--- config.mk ---
export PLATFORM = sky130hd
export DESIGN_NAME = multicycle_control_flat
export DESIGN_NICKNAME = d
export VERILOG_FILES = /design/src/rtl/multicycle_control_if.sv /design/src/rtl/multicycle_control.sv /design/src/flat_wrapper.sv
export SDC_FILE = /design/constraint.sdc
export NUM_CORES = 1
export LEC_CHECK = 0
export ABC_AREA = 1
export CAP_MARGIN = 20
export CORE_MARGIN = 3
export CORE_UTILIZATION = 51
export DETAILED_ROUTE_END_ITERATION = 8
export PLACE_DENSITY_LB_ADDON = 0.12
export SYNTH_ARGS = -nofsm -noshare
export SYNTH_HDL_FRONTEND = slang
export SYNTH_SLANG_ARGS = --single-unit
--- constraint.sdc ---
create_clock -name clk -period 4 [get_ports clk]
set_input_delay 0.6 -clock clk [delete_from_list [all_inputs] [get_ports clk]]
set_output_delay 0.6 -clock clk [all_outputs]
set_load 0.02 [all_outputs]
--- src/rtl/multicycle_control_if.sv ---
// Control bundle between the multi-cycle sequencer and the MIPS datapath/RAM.
// The sequencer is the master; the datapath side is the slave.
interface multicycle_control_if;
  logic [5:0] opcode;
  logic [5:0] funct;
  logic       zFlag;
  logic       moc;

  logic       pcLoad;
  logic       npcLoad;
  logic       irLoad;
  logic       marLoad;
  logic       mdrLoad;
  logic       marSource;
  logic       mdrSource;
  logic       memEnable;
  logic       rw;
  logic       regWrite;
  logic       regDst;
  logic       rfSource;
  logic       aluSource;
  logic [5:0] aluCode;
  logic [1:0] pcSelect;
  logic       illegal;
  logic       error;
  logic [3:0] state;

  modport master (
    input  opcode, funct, zFlag, moc,
    output pcLoad, npcLoad, irLoad, marLoad, mdrLoad, marSource, mdrSource,
           memEnable, rw, regWrite, regDst, rfSource, aluSource, aluCode,
           pcSelect, illegal, error, state
  );

  modport slave (
    output opcode, funct, zFlag, moc,
    input  pcLoad, npcLoad, irLoad, marLoad, mdrLoad, marSource, mdrSource,
           memEnable, rw, regWrite, regDst, rfSource, aluSource, aluCode,
           pcSelect, illegal, error, state
  );
endinterface

--- src/rtl/multicycle_control.sv ---
// Moore multi-cycle sequencer for the MIPS datapath (R-type, addi, lw, sw, beq, j)
// with a moc watchdog that traps hung memory accesses into a sticky ERROR state.
module multicycle_control #(
  parameter int MOC_TIMEOUT = 255
) (
  input logic                  clk,
  input logic                  reset,
  multicycle_control_if.master bus
);

  typedef enum logic [3:0] {
    S_IDLE   = 4'd0,
    S_FETCH0 = 4'd1,
    S_FETCH1 = 4'd2,
    S_FETCH2 = 4'd3,
    S_DECODE = 4'd4,
    S_R_EXEC = 4'd5,
    S_I_EXEC = 4'd6,
    S_ADDR   = 4'd7,
    S_LW_MEM = 4'd8,
    S_LW_WB  = 4'd9,
    S_SW_MDR = 4'd10,
    S_SW_MEM = 4'd11,
    S_BEQ    = 4'd12,
    S_JUMP   = 4'd13,
    S_ERROR  = 4'd15
  } state_t;

  typedef struct packed {
    logic       pc_load;
    logic       npc_load;
    logic       ir_load;
    logic       mar_load;
    logic       mdr_load;
    logic       mar_src;
    logic       mdr_src;
    logic       mem_en;
    logic       rw;
    logic       reg_write;
    logic       reg_dst;
    logic       rf_src;
    logic       alu_src;
    logic [5:0] alu_code;
    logic [1:0] pc_sel;
    logic       err;
  } ctrl_t;

  localparam int CW = (MOC_TIMEOUT < 1) ? 1 : $clog2(MOC_TIMEOUT + 1);
  // Trap on the MOC_TIMEOUT-th consecutive wait cycle without moc.
  localparam logic [CW-1:0] WD_LAST = CW'(MOC_TIMEOUT - 1);

  localparam logic [5:0] OP_RTYPE = 6'h00;
  localparam logic [5:0] OP_ADDI  = 6'h08;
  localparam logic [5:0] OP_LW    = 6'h23;
  localparam logic [5:0] OP_SW    = 6'h2B;
  localparam logic [5:0] OP_BEQ   = 6'h04;
  localparam logic [5:0] OP_J     = 6'h02;

  state_t        state_q, state_d;
  logic [CW-1:0] wd_cnt_q, wd_cnt_d;
  ctrl_t         ctrl_q, ctrl_d;

  function automatic logic is_wait(input state_t s);
    return (s == S_FETCH1) || (s == S_LW_MEM) || (s == S_SW_MEM);
  endfunction

  function automatic ctrl_t ctrl_of(input state_t s);
    ctrl_t c;
    c    = '0;
    c.rw = 1'b1;
    case (s)
      S_FETCH0: begin c.mar_load = 1'b1; c.npc_load = 1'b1; end
      S_FETCH1: c.mem_en = 1'b1;
      S_FETCH2: begin c.mem_en = 1'b1; c.ir_load = 1'b1; c.pc_load = 1'b1; end
      S_R_EXEC: begin c.reg_dst = 1'b1; c.reg_write = 1'b1; end
      S_I_EXEC: begin c.alu_src = 1'b1; c.alu_code = 6'h20; c.reg_write = 1'b1; end
      S_ADDR: begin
        c.alu_src  = 1'b1;
        c.alu_code = 6'h20;
        c.mar_src  = 1'b1;
        c.mar_load = 1'b1;
      end
      S_LW_MEM: begin c.mem_en = 1'b1; c.mdr_src = 1'b1; c.mdr_load = 1'b1; end
      S_LW_WB:  begin c.reg_write = 1'b1; c.rf_src = 1'b1; end
      S_SW_MDR: c.mdr_load = 1'b1;
      S_SW_MEM: begin c.mem_en = 1'b1; c.rw = 1'b0; end
      S_BEQ:    begin c.alu_code = 6'h22; c.pc_sel = 2'd1; end
      S_JUMP:   begin c.pc_load = 1'b1; c.pc_sel = 2'd2; end
      S_ERROR:  c.err = 1'b1;
      default:  ;
    endcase
    return c;
  endfunction

  logic op_legal;
  assign op_legal = (bus.opcode == OP_RTYPE) || (bus.opcode == OP_ADDI) ||
                    (bus.opcode == OP_LW)    || (bus.opcode == OP_SW)   ||
                    (bus.opcode == OP_BEQ)   || (bus.opcode == OP_J);

  always_comb begin
    state_d  = state_q;
    wd_cnt_d = wd_cnt_q;
    case (state_q)
      S_IDLE:   state_d = S_FETCH0;
      S_FETCH0: state_d = S_FETCH1;
      S_FETCH1: begin
        if (bus.moc)                  state_d = S_FETCH2;
        else if (wd_cnt_q == WD_LAST) state_d = S_ERROR;
      end
      S_FETCH2: state_d = S_DECODE;
      S_DECODE: begin
        case (bus.opcode)
          OP_RTYPE:     state_d = S_R_EXEC;
          OP_ADDI:      state_d = S_I_EXEC;
          OP_LW, OP_SW: state_d = S_ADDR;
          OP_BEQ:       state_d = S_BEQ;
          OP_J:         state_d = S_JUMP;
          default:      state_d = S_FETCH0;
        endcase
      end
      S_R_EXEC, S_I_EXEC, S_LW_WB, S_BEQ, S_JUMP: state_d = S_FETCH0;
      S_ADDR:   state_d = (bus.opcode == OP_SW) ? S_SW_MDR : S_LW_MEM;
      S_LW_MEM: begin
        if (bus.moc)                  state_d = S_LW_WB;
        else if (wd_cnt_q == WD_LAST) state_d = S_ERROR;
      end
      S_SW_MDR: state_d = S_SW_MEM;
      S_SW_MEM: begin
        if (bus.moc)                  state_d = S_FETCH0;
        else if (wd_cnt_q == WD_LAST) state_d = S_ERROR;
      end
      S_ERROR:  state_d = S_ERROR;
      default:  state_d = S_IDLE;
    endcase

    if (is_wait(state_d) && (state_d != state_q)) begin
      wd_cnt_d = '0;
    end else if (is_wait(state_q) && !bus.moc) begin
      wd_cnt_d = wd_cnt_q + 1'b1;
    end

    ctrl_d = ctrl_of(state_d);
  end

  // Control word is registered from the next state, so it always matches state_q.
  always_ff @(posedge clk) begin
    if (reset) begin
      state_q  <= S_IDLE;
      wd_cnt_q <= '0;
      ctrl_q   <= ctrl_of(S_IDLE);
    end else begin
      state_q  <= state_d;
      wd_cnt_q <= wd_cnt_d;
      ctrl_q   <= ctrl_d;
    end
  end

  // Only beq's pcLoad, R-type's ALU function and the illegal flag follow live inputs.
  assign bus.pcLoad    = (state_q == S_BEQ) ? bus.zFlag : ctrl_q.pc_load;
  assign bus.aluCode   = (state_q == S_R_EXEC) ? bus.funct : ctrl_q.alu_code;
  assign bus.illegal   = (state_q == S_DECODE) && !op_legal;
  assign bus.npcLoad   = ctrl_q.npc_load;
  assign bus.irLoad    = ctrl_q.ir_load;
  assign bus.marLoad   = ctrl_q.mar_load;
  assign bus.mdrLoad   = ctrl_q.mdr_load;
  assign bus.marSource = ctrl_q.mar_src;
  assign bus.mdrSource = ctrl_q.mdr_src;
  assign bus.memEnable = ctrl_q.mem_en;
  assign bus.rw        = ctrl_q.rw;
  assign bus.regWrite  = ctrl_q.reg_write;
  assign bus.regDst    = ctrl_q.reg_dst;
  assign bus.rfSource  = ctrl_q.rf_src;
  assign bus.aluSource = ctrl_q.alu_src;
  assign bus.pcSelect  = ctrl_q.pc_sel;
  assign bus.error     = ctrl_q.err;
  assign bus.state     = state_q;

endmodule

--- src/flat_wrapper.sv ---
// flat-port wrapper written by rule: the top's interface ports become plain ports
module multicycle_control_flat 
#(
  parameter int MOC_TIMEOUT = 255
)
  (clk, reset, bus_opcode, bus_funct, bus_zFlag, bus_moc, bus_pcLoad, bus_npcLoad, bus_irLoad, bus_marLoad, bus_mdrLoad, bus_marSource, bus_mdrSource, bus_memEnable, bus_rw, bus_regWrite, bus_regDst, bus_rfSource, bus_aluSource, bus_aluCode, bus_pcSelect, bus_illegal, bus_error, bus_state);
  multicycle_control_if bus_i ();
  input logic clk;
  input logic reset;
  input wire logic [$bits(bus_i.opcode)-1:0] bus_opcode;
  input wire logic [$bits(bus_i.funct)-1:0] bus_funct;
  input wire logic [$bits(bus_i.zFlag)-1:0] bus_zFlag;
  input wire logic [$bits(bus_i.moc)-1:0] bus_moc;
  output wire logic [$bits(bus_i.pcLoad)-1:0] bus_pcLoad;
  output wire logic [$bits(bus_i.npcLoad)-1:0] bus_npcLoad;
  output wire logic [$bits(bus_i.irLoad)-1:0] bus_irLoad;
  output wire logic [$bits(bus_i.marLoad)-1:0] bus_marLoad;
  output wire logic [$bits(bus_i.mdrLoad)-1:0] bus_mdrLoad;
  output wire logic [$bits(bus_i.marSource)-1:0] bus_marSource;
  output wire logic [$bits(bus_i.mdrSource)-1:0] bus_mdrSource;
  output wire logic [$bits(bus_i.memEnable)-1:0] bus_memEnable;
  output wire logic [$bits(bus_i.rw)-1:0] bus_rw;
  output wire logic [$bits(bus_i.regWrite)-1:0] bus_regWrite;
  output wire logic [$bits(bus_i.regDst)-1:0] bus_regDst;
  output wire logic [$bits(bus_i.rfSource)-1:0] bus_rfSource;
  output wire logic [$bits(bus_i.aluSource)-1:0] bus_aluSource;
  output wire logic [$bits(bus_i.aluCode)-1:0] bus_aluCode;
  output wire logic [$bits(bus_i.pcSelect)-1:0] bus_pcSelect;
  output wire logic [$bits(bus_i.illegal)-1:0] bus_illegal;
  output wire logic [$bits(bus_i.error)-1:0] bus_error;
  output wire logic [$bits(bus_i.state)-1:0] bus_state;
  assign bus_i.opcode = bus_opcode;
  assign bus_i.funct = bus_funct;
  assign bus_i.zFlag = bus_zFlag;
  assign bus_i.moc = bus_moc;
  assign bus_pcLoad = bus_i.pcLoad;
  assign bus_npcLoad = bus_i.npcLoad;
  assign bus_irLoad = bus_i.irLoad;
  assign bus_marLoad = bus_i.marLoad;
  assign bus_mdrLoad = bus_i.mdrLoad;
  assign bus_marSource = bus_i.marSource;
  assign bus_mdrSource = bus_i.mdrSource;
  assign bus_memEnable = bus_i.memEnable;
  assign bus_rw = bus_i.rw;
  assign bus_regWrite = bus_i.regWrite;
  assign bus_regDst = bus_i.regDst;
  assign bus_rfSource = bus_i.rfSource;
  assign bus_aluSource = bus_i.aluSource;
  assign bus_aluCode = bus_i.aluCode;
  assign bus_pcSelect = bus_i.pcSelect;
  assign bus_illegal = bus_i.illegal;
  assign bus_error = bus_i.error;
  assign bus_state = bus_i.state;
  multicycle_control #(.MOC_TIMEOUT(MOC_TIMEOUT)) u_core (.clk(clk), .reset(reset), .bus(bus_i));
endmodule
==> results of run 1 <==
[power by group through the flow]
stage | Clock (mW) | Combinational, mW | Sequential (mW)
final | 0.252 | 0.268 | 0.326
after global routing | 0.269 | 0.300 | 0.330
after CTS | 0.256 | 0.268 | 0.327
after detailed placement | 0 | 0.266 | 0.333
after global placement | 0 | 0.265 | 0.333
after floorplan | 0 | 0.158 | 0.351
[routing by layer]
metal | up-vias | share of wire [%]
met5 | - | 0
met4 | 0 | 2.1
met3 | 10 | 8.4
met2 | 57 | 44
met1 | 674 | 45
li1 | 846 | -
[registers in the layout, indices dropped and copies added, names as in the netlist, 2 cells and up]
register	cells
u_core.bus.state	4
u_core.wd_cnt_q	8
u_core.ctrl_q	2
u_core.bus.pcSelect	2
[kinds of logic after synthesis]
| group | after synthesis |
|---|---|
| compound gates | 7 |
| xor+xnor | 7 |
| fa+ha+maj | 2 |
| buf+inv | 38 |
| flops | 29 |
| mux | 3 |
| simple gates | 159 |
[metrics by stage]
step           power (mW)  instances
2_1_floorplan      0.5095        245
3_3_place_gp       0.5979        316
3_5_place_dp       0.5993        316
4_1_cts            0.8506        324
5_1_grt            0.8983        324
6_report           0.8459        324
[synth_stat cells, drive strengths merged]
cell,n
a21oi,3
buf,2
dfxtp,29
ha,2
inv,36
mux2,3
nand2,71
nand3,24
nand4,2
nor2,56
nor3,6
o21ai,4
xnor2,1
xor2,6
[worst min-delay path: stages, from the launching register on]
cell and delay, ns:
dfxtp_1 0.37, xor2_1 0.08, nor2_1 0.08
[layout make-up]
cell class                      count  area share, %
Clock buffer                        6          2.426
Clock inverter                      2          1.775
Inverter                           36          6.391
Multi-Input combinational cell    178          40.24
Sequential cell                    29          27.46
Tap cell                           31          1.834
Timing Repair Buffer               42          19.88
[how the worst max path moves through the flow]
stage                  startpoint     endpoint  depth (start not counted)
global placement    bus_opcode[2]  bus_illegal                          8
detailed placement  bus_opcode[2]  bus_illegal                          8
global route        bus_opcode[2]  bus_illegal                          8
floorplan           bus_opcode[5]  bus_illegal                          7
finish              bus_opcode[2]  bus_illegal                          8
CTS                 bus_opcode[2]  bus_illegal                          8
==> impl_metrics.tcl, run 1 <==
set metrics [dict create \
    run_status "finished clean" \
    required_ns 3.40 \
    grt_pass1_vias 1418 \
    start_kind "input port" \
    cp.arrival_ns 2.33 \
    hold_end "u_core.wd_cnt_q[6]$_SDFFE_PP0P_" \
    reg2reg_to "u_core.wd_cnt_q[2]$_SDFFE_PP0P_" \
    fmax_mhz 341.4 \
    die_w_um 61.69 \
    rsz0062_at_grt "no" \
    dp_slack_ns 1.068 \
    grt_overflow 0 \
    ys_ff_latch 29 \
    yosys_warnings 0 \
    finalHoldViolations 0 \
    initial_core_util_pct 55.44 \
    routed_wl_mm 3.527 \
    vias 1587 \
    die_area_um2 3805 \
    synth_xor_area_share_pct 3.877 \
    holdWs_ns 0.5600 \
    layout_common_cells "63 x nand2_1, 53 x nor2_1, 42 x clkdlybuf4s50_1, 29 x dfxtp_1, 28 x inv_1" \
    setup.worst_path.end_class "primary output" \
    drt-pass1-iter-count 5 \
    synthAdderAreaFrac_pct 1.582 \
    fill_cells 243 \
    post-route-period-util_pct 73.22 \
    synth_fp_nets 263 \
    min_path_type "flop to flop" \
    grt_util_met3_pct 8.386 \
    cts_tree "built" \
    placed_area_um2 2026 \
    r2r_slack_ns 1.94 \
    worstPathMaxFanout 4 \
    synth_compound_area_share_pct 2.453 \
    grt_usage_pct 20.83 \
    crit_chain "clkdlybuf4s50_1, nor2_1, nand3_1, nand2_1, inv_1, nand3_1, nor3_1, clkdlybuf4s50_1" \
    worstHoldPathCells 2 \
    num_rows 19 \
    tightest_slew_ns 0.2965 \
    h-tree-depth 2 \
    synth_cell_types 23 \
    cts-root-buf "clkbuf_4" \
    place_hpwl_mm 2.762 \
    grt_max_degree 11 \
    slew_viol_final 0 \
    p_leak_nw 1.020 \
    fin_area_um2 2115 \
    synth-simple-area-share_pct 43.75 \
    reg2reg_from "u_core.wd_cnt_q[0]$_SDFFE_PP0P_" \
    ctsLongestPathBuffers 2 \
    setup_viol 0 \
    synth_area_um2 1582 \
    drc_errors 0 \
    synth.largest_area_cell "dfxtp_1" \
    utilization_pct 74.12 \
    dieHeight_um 61.69 \
    ioPinCount 43 \
    power_frac_seq_pct 38.6 \
    antenna_found_initial 0 \
    synth_top_family_by_area "simple AND/OR/NAND/NOR gates" \
    wl_per_cell_um 10.89 \
    synth_top_area_share_pct 36.71 \
    min_from "u_core.wd_cnt_q[6]$_SDFFE_PP0P_" \
    ir_drop_mv 0.3672 \
    vias_per_cell 4.898 \
    finalCriticalPeriod_ns 2.929 \
    relSlewSlack_pct 80.21 \
    drtAntennaViolNets 0 \
    syn_area_per_cell_um2 6.455 \
    combPwrFrac_pct 31.6 \
    use_met1_pct 25.19 \
    post_cts_buffers 0 \
    fin_nets 310 \
    multi_input_area_um2 850.8 \
    synth_cells 245 \
    synthMuxAreaShare_pct 2.136 \
    p_switching_uw 283.8 \
    syn_to_final_growth_pct 33.70 \
    hold_buffers 0 \
    critical_path.top_delay_family "buffers and inverters" \
    routabilityCongestion 0.8612 \
    ctsResizeCount 0 \
    p_int_uw 562.0 \
    use_met2_pct 33.18 \
    powerDensity_nw_per_um2 400.0 \
    clk_pin_slew_ns 0.09 \
    cts_inserted_buffers 5 \
    n_antenna_cell 0 \
    clock_sinks 29 \
    clk_latency_ns 0.33 \
    seq_area_um2 580.6 \
    maxCapViolCount 0 \
    p_clk_share_pct 29.8 \
    fin_ws_ns 1.071 \
    port_buffers 42 \
    fin_skew_ns 0.006734 \
    grt_pass1_wl_mm 5.775 \
    reg2reg_depth 15 \
    core_area_um2 2853 \
    yosysSeqAreaShare_pct 36.71 \
    ys_top_cells_by_area "dfxtp_1 37%, nand2_1 15%, nor2_1 13%" \
    cp_num_buf_inv 3 \
    path_class "input port to primary output" \
    final.setup.tns_ns 0 \
    drive_gt1_share_pct 11.26 \
    busiest_layer "met2" \
    critPathMaxStageDelay_ns 0.62 \
    crit_slowest_cell "clkdlybuf4s50_1" \
    p_sw_share_pct 33.55 \
    drt_iter0_drc 63 \
    final_common_cell "nand2_1" \
]
Power figures use the tool's default switching activity.
==> run 2: changes to the inputs <==
CORE_UTILIZATION = 48   (was 51)
clock period = 2.9 ns   (was 4 ns; I/O delays follow)
==> run 2 against run 1 <==
  * Die area up 5.6%
  * Combinational power up 38%
  * Sequential share of layout area up 0.23 points
  * Wire length up 0.74%
  * Via count up 2.3%
  * Critical path depth down 3
  * Hold slack better by 0.010 ns
  * Worst setup slack worse by 0.82 ns
  * Final area down 0.83%
  * Core utilization down 6.5 points
  * Critical endpoint is now bus_aluCode[5]
==> impl_metrics.tcl, run 2 (synthesized netlist as in run 1, its figures left out) <==
set metrics [dict create \
    clk_latency_ns 0.33 \
    wl_met1_mm 1.617 \
    holdWs_ns 0.5704 \
    worstPathMaxFanout 7 \
    dieHeight_um 63.40 \
    dp_cells 329 \
    port_buffers 42 \
    path_class "flop to primary output" \
    largest_reg_flops 8 \
    crit_slowest_cell "clkdlybuf4s50_1" \
    maxCapViolCount 0 \
    min_from "u_core.wd_cnt_q[6]$_SDFFE_PP0P_" \
    grt_pass1_vias 1494 \
    h-tree-depth 2 \
    seq_area_um2 580.6 \
    final_common_cell "nand2_1" \
    fin_ws_ns 0.2542 \
    wl_met2_mm 1.645 \
    place_hpwl_mm 2.827 \
    vias_per_cell 4.816 \
    routabilityCongestion 0.8887 \
    cts_inserted_buffers 5 \
    utilization_pct 67.58 \
    grt_max_degree 11 \
    hold_buffers 0 \
    p_total_mw 1.053 \
    ctsLongestPathBuffers 2 \
    clk_pin_slew_ns 0.09 \
    critPathMaxStageDelay_ns 0.59 \
    powerDensity_nw_per_um2 502.2 \
    finalCriticalPeriod_ns 2.646 \
    fmax_mhz 378.0 \
    die_area_um2 4020 \
    start_kind "flop" \
    fill_cells 298 \
    reg2reg_to "u_core.wd_cnt_q[7]$_SDFFE_PP0P_" \
    fin_area_um2 2097 \
    required_ns 2.47 \
    finalHoldViolations 0 \
    ioPinCount 43 \
    layout_common_cells "63 x nand2_1, 53 x nor2_1, 42 x clkdlybuf4s50_1, 29 x dfxtp_1, 28 x inv_1" \
    post-route-period-util_pct 91.23 \
    dr_wl_met3_um 244 \
    vias 1623 \
    run_status "finished clean" \
    die_w_um 63.40 \
    multi_input_area_um2 850.8 \
    fin_nets 310 \
    clock_sinks 29 \
    largest_register "u_core.wd_cnt_q" \
    final.setup.tns_ns 0 \
    drtAntennaViolNets 0 \
    drt-pass1-iter-count 4 \
    fin_cells 337 \
    highest_layer "met4" \
    grt_overflow 0 \
    reg2reg_depth 13 \
    worstHoldPathCells 2 \
    grt_usage_pct 19.46 \
    initial_core_util_pct 50.97 \
    placed_area_um2 2042 \
    slew_viol_final 0 \
    p_leak_nw 1.006 \
    hold_end "u_core.wd_cnt_q[6]$_SDFFE_PP0P_" \
    syn_to_final_growth_pct 32.59 \
    reg2reg_from "u_core.bus.state[1]$_SDFF_PP0_" \
    tightest_slew_ns 0.3011 \
    core_area_um2 3103 \
    post_cts_buffers 0 \
    cts-root-buf "clkbuf_4" \
    min_path_type "flop to flop" \
    setup_viol 0 \
    dp_slack_ns 0.3155 \
    wl_per_cell_um 10.54 \
    cp_num_buf_inv 2 \
    drive_gt1_share_pct 11.26 \
    drt_iter0_drc 59 \
    relSlewSlack_pct 79.90 \
    crit_chain "inv_1, nor2_1, nand2_2, mux2_2, clkdlybuf4s50_1" \
    num_rows 20 \
    setup.worst_path.end_class "primary output" \
    cp.arrival_ns 2.21 \
    ir_drop_mv 0.3773 \
    rsz0062_at_grt "no" \
    ctsResizeCount 0 \
    drc_errors 0 \
    r2r_slack_ns 0.88 \
    fin_skew_ns 0.006168 \
    cts_tree "built" \
    antenna_found_initial 0 \
    n_antenna_cell 0 \
    routed_wl_mm 3.553 \
    critical_path.top_delay_family "buffers and inverters" \
    grt_pass1_wl_mm 6.265 \
]
## run 2: worst reg2reg max path: stages (launching register included)
cell	delay [ns]
dfxtp_1	0.51
nor2_1	0.15
nand2_2	0.19
nand2_1	0.07
nor2_1	0.11
nand2_2	0.07
nor2_4	0.16
nand2_4	0.10
nor2_1	0.16
nand2_1	0.07
nand2_1	0.11
nand2_2	0.08
nand2_4	0.10
nor2_1	0.06
## run 2: power breakdown
part / switching (mW) / internal, mW / leakage (nW)
Sequential: 0.0225 / 0.427 / 0.235
Clock: 0.143 / 0.0912 / 0.0310
Combinational: 0.226 / 0.144 / 0.740
## run 2: metal layers
layer  up-vias  GRT usage, %
met5         -             0
met4         0         6.469
met3         7         7.130
met2        43         31.94
met1       732         23.42
li1        841             -
## run 2: layout make-up
cell class	instances	share of cell area [%]
Inverter	36	6.444
Tap cell	44	2.625
Clock buffer	5	1.790
Clock inverter	3	0.8353
Sequential cell	29	27.68
Multi-Input combinational cell	178	40.57
Timing Repair Buffer	42	20.05
## run 2: worst max path at each step
stage / slack [ns] / depth (start not counted) / end / startpoint
6_report: 0.25 / 5 / bus_aluCode[5] / u_core.bus.state[2]$_SDFF_PP0_
2_1_floorplan: 1.11 / 13 / u_core.wd_cnt_q[5]$_SDFFE_PP0P_ / u_core.bus.state[1]$_SDFF_PP0_
3_3_place_gp: 0.34 / 8 / bus_illegal / bus_opcode[2]
5_1_grt: 0.13 / 5 / bus_aluCode[1] / u_core.bus.state[0]$_SDFF_PP0_
4_1_cts: 0.26 / 5 / bus_aluCode[5] / u_core.bus.state[2]$_SDFF_PP0_
3_5_place_dp: 0.32 / 8 / bus_illegal / bus_opcode[2]
==> run 3: changes to the inputs <==
SKIP_LAST_GASP = 1   (was unset)
==> results of run 3 <==
The final DEF is identical to that of run 2; final timing and power are the same.
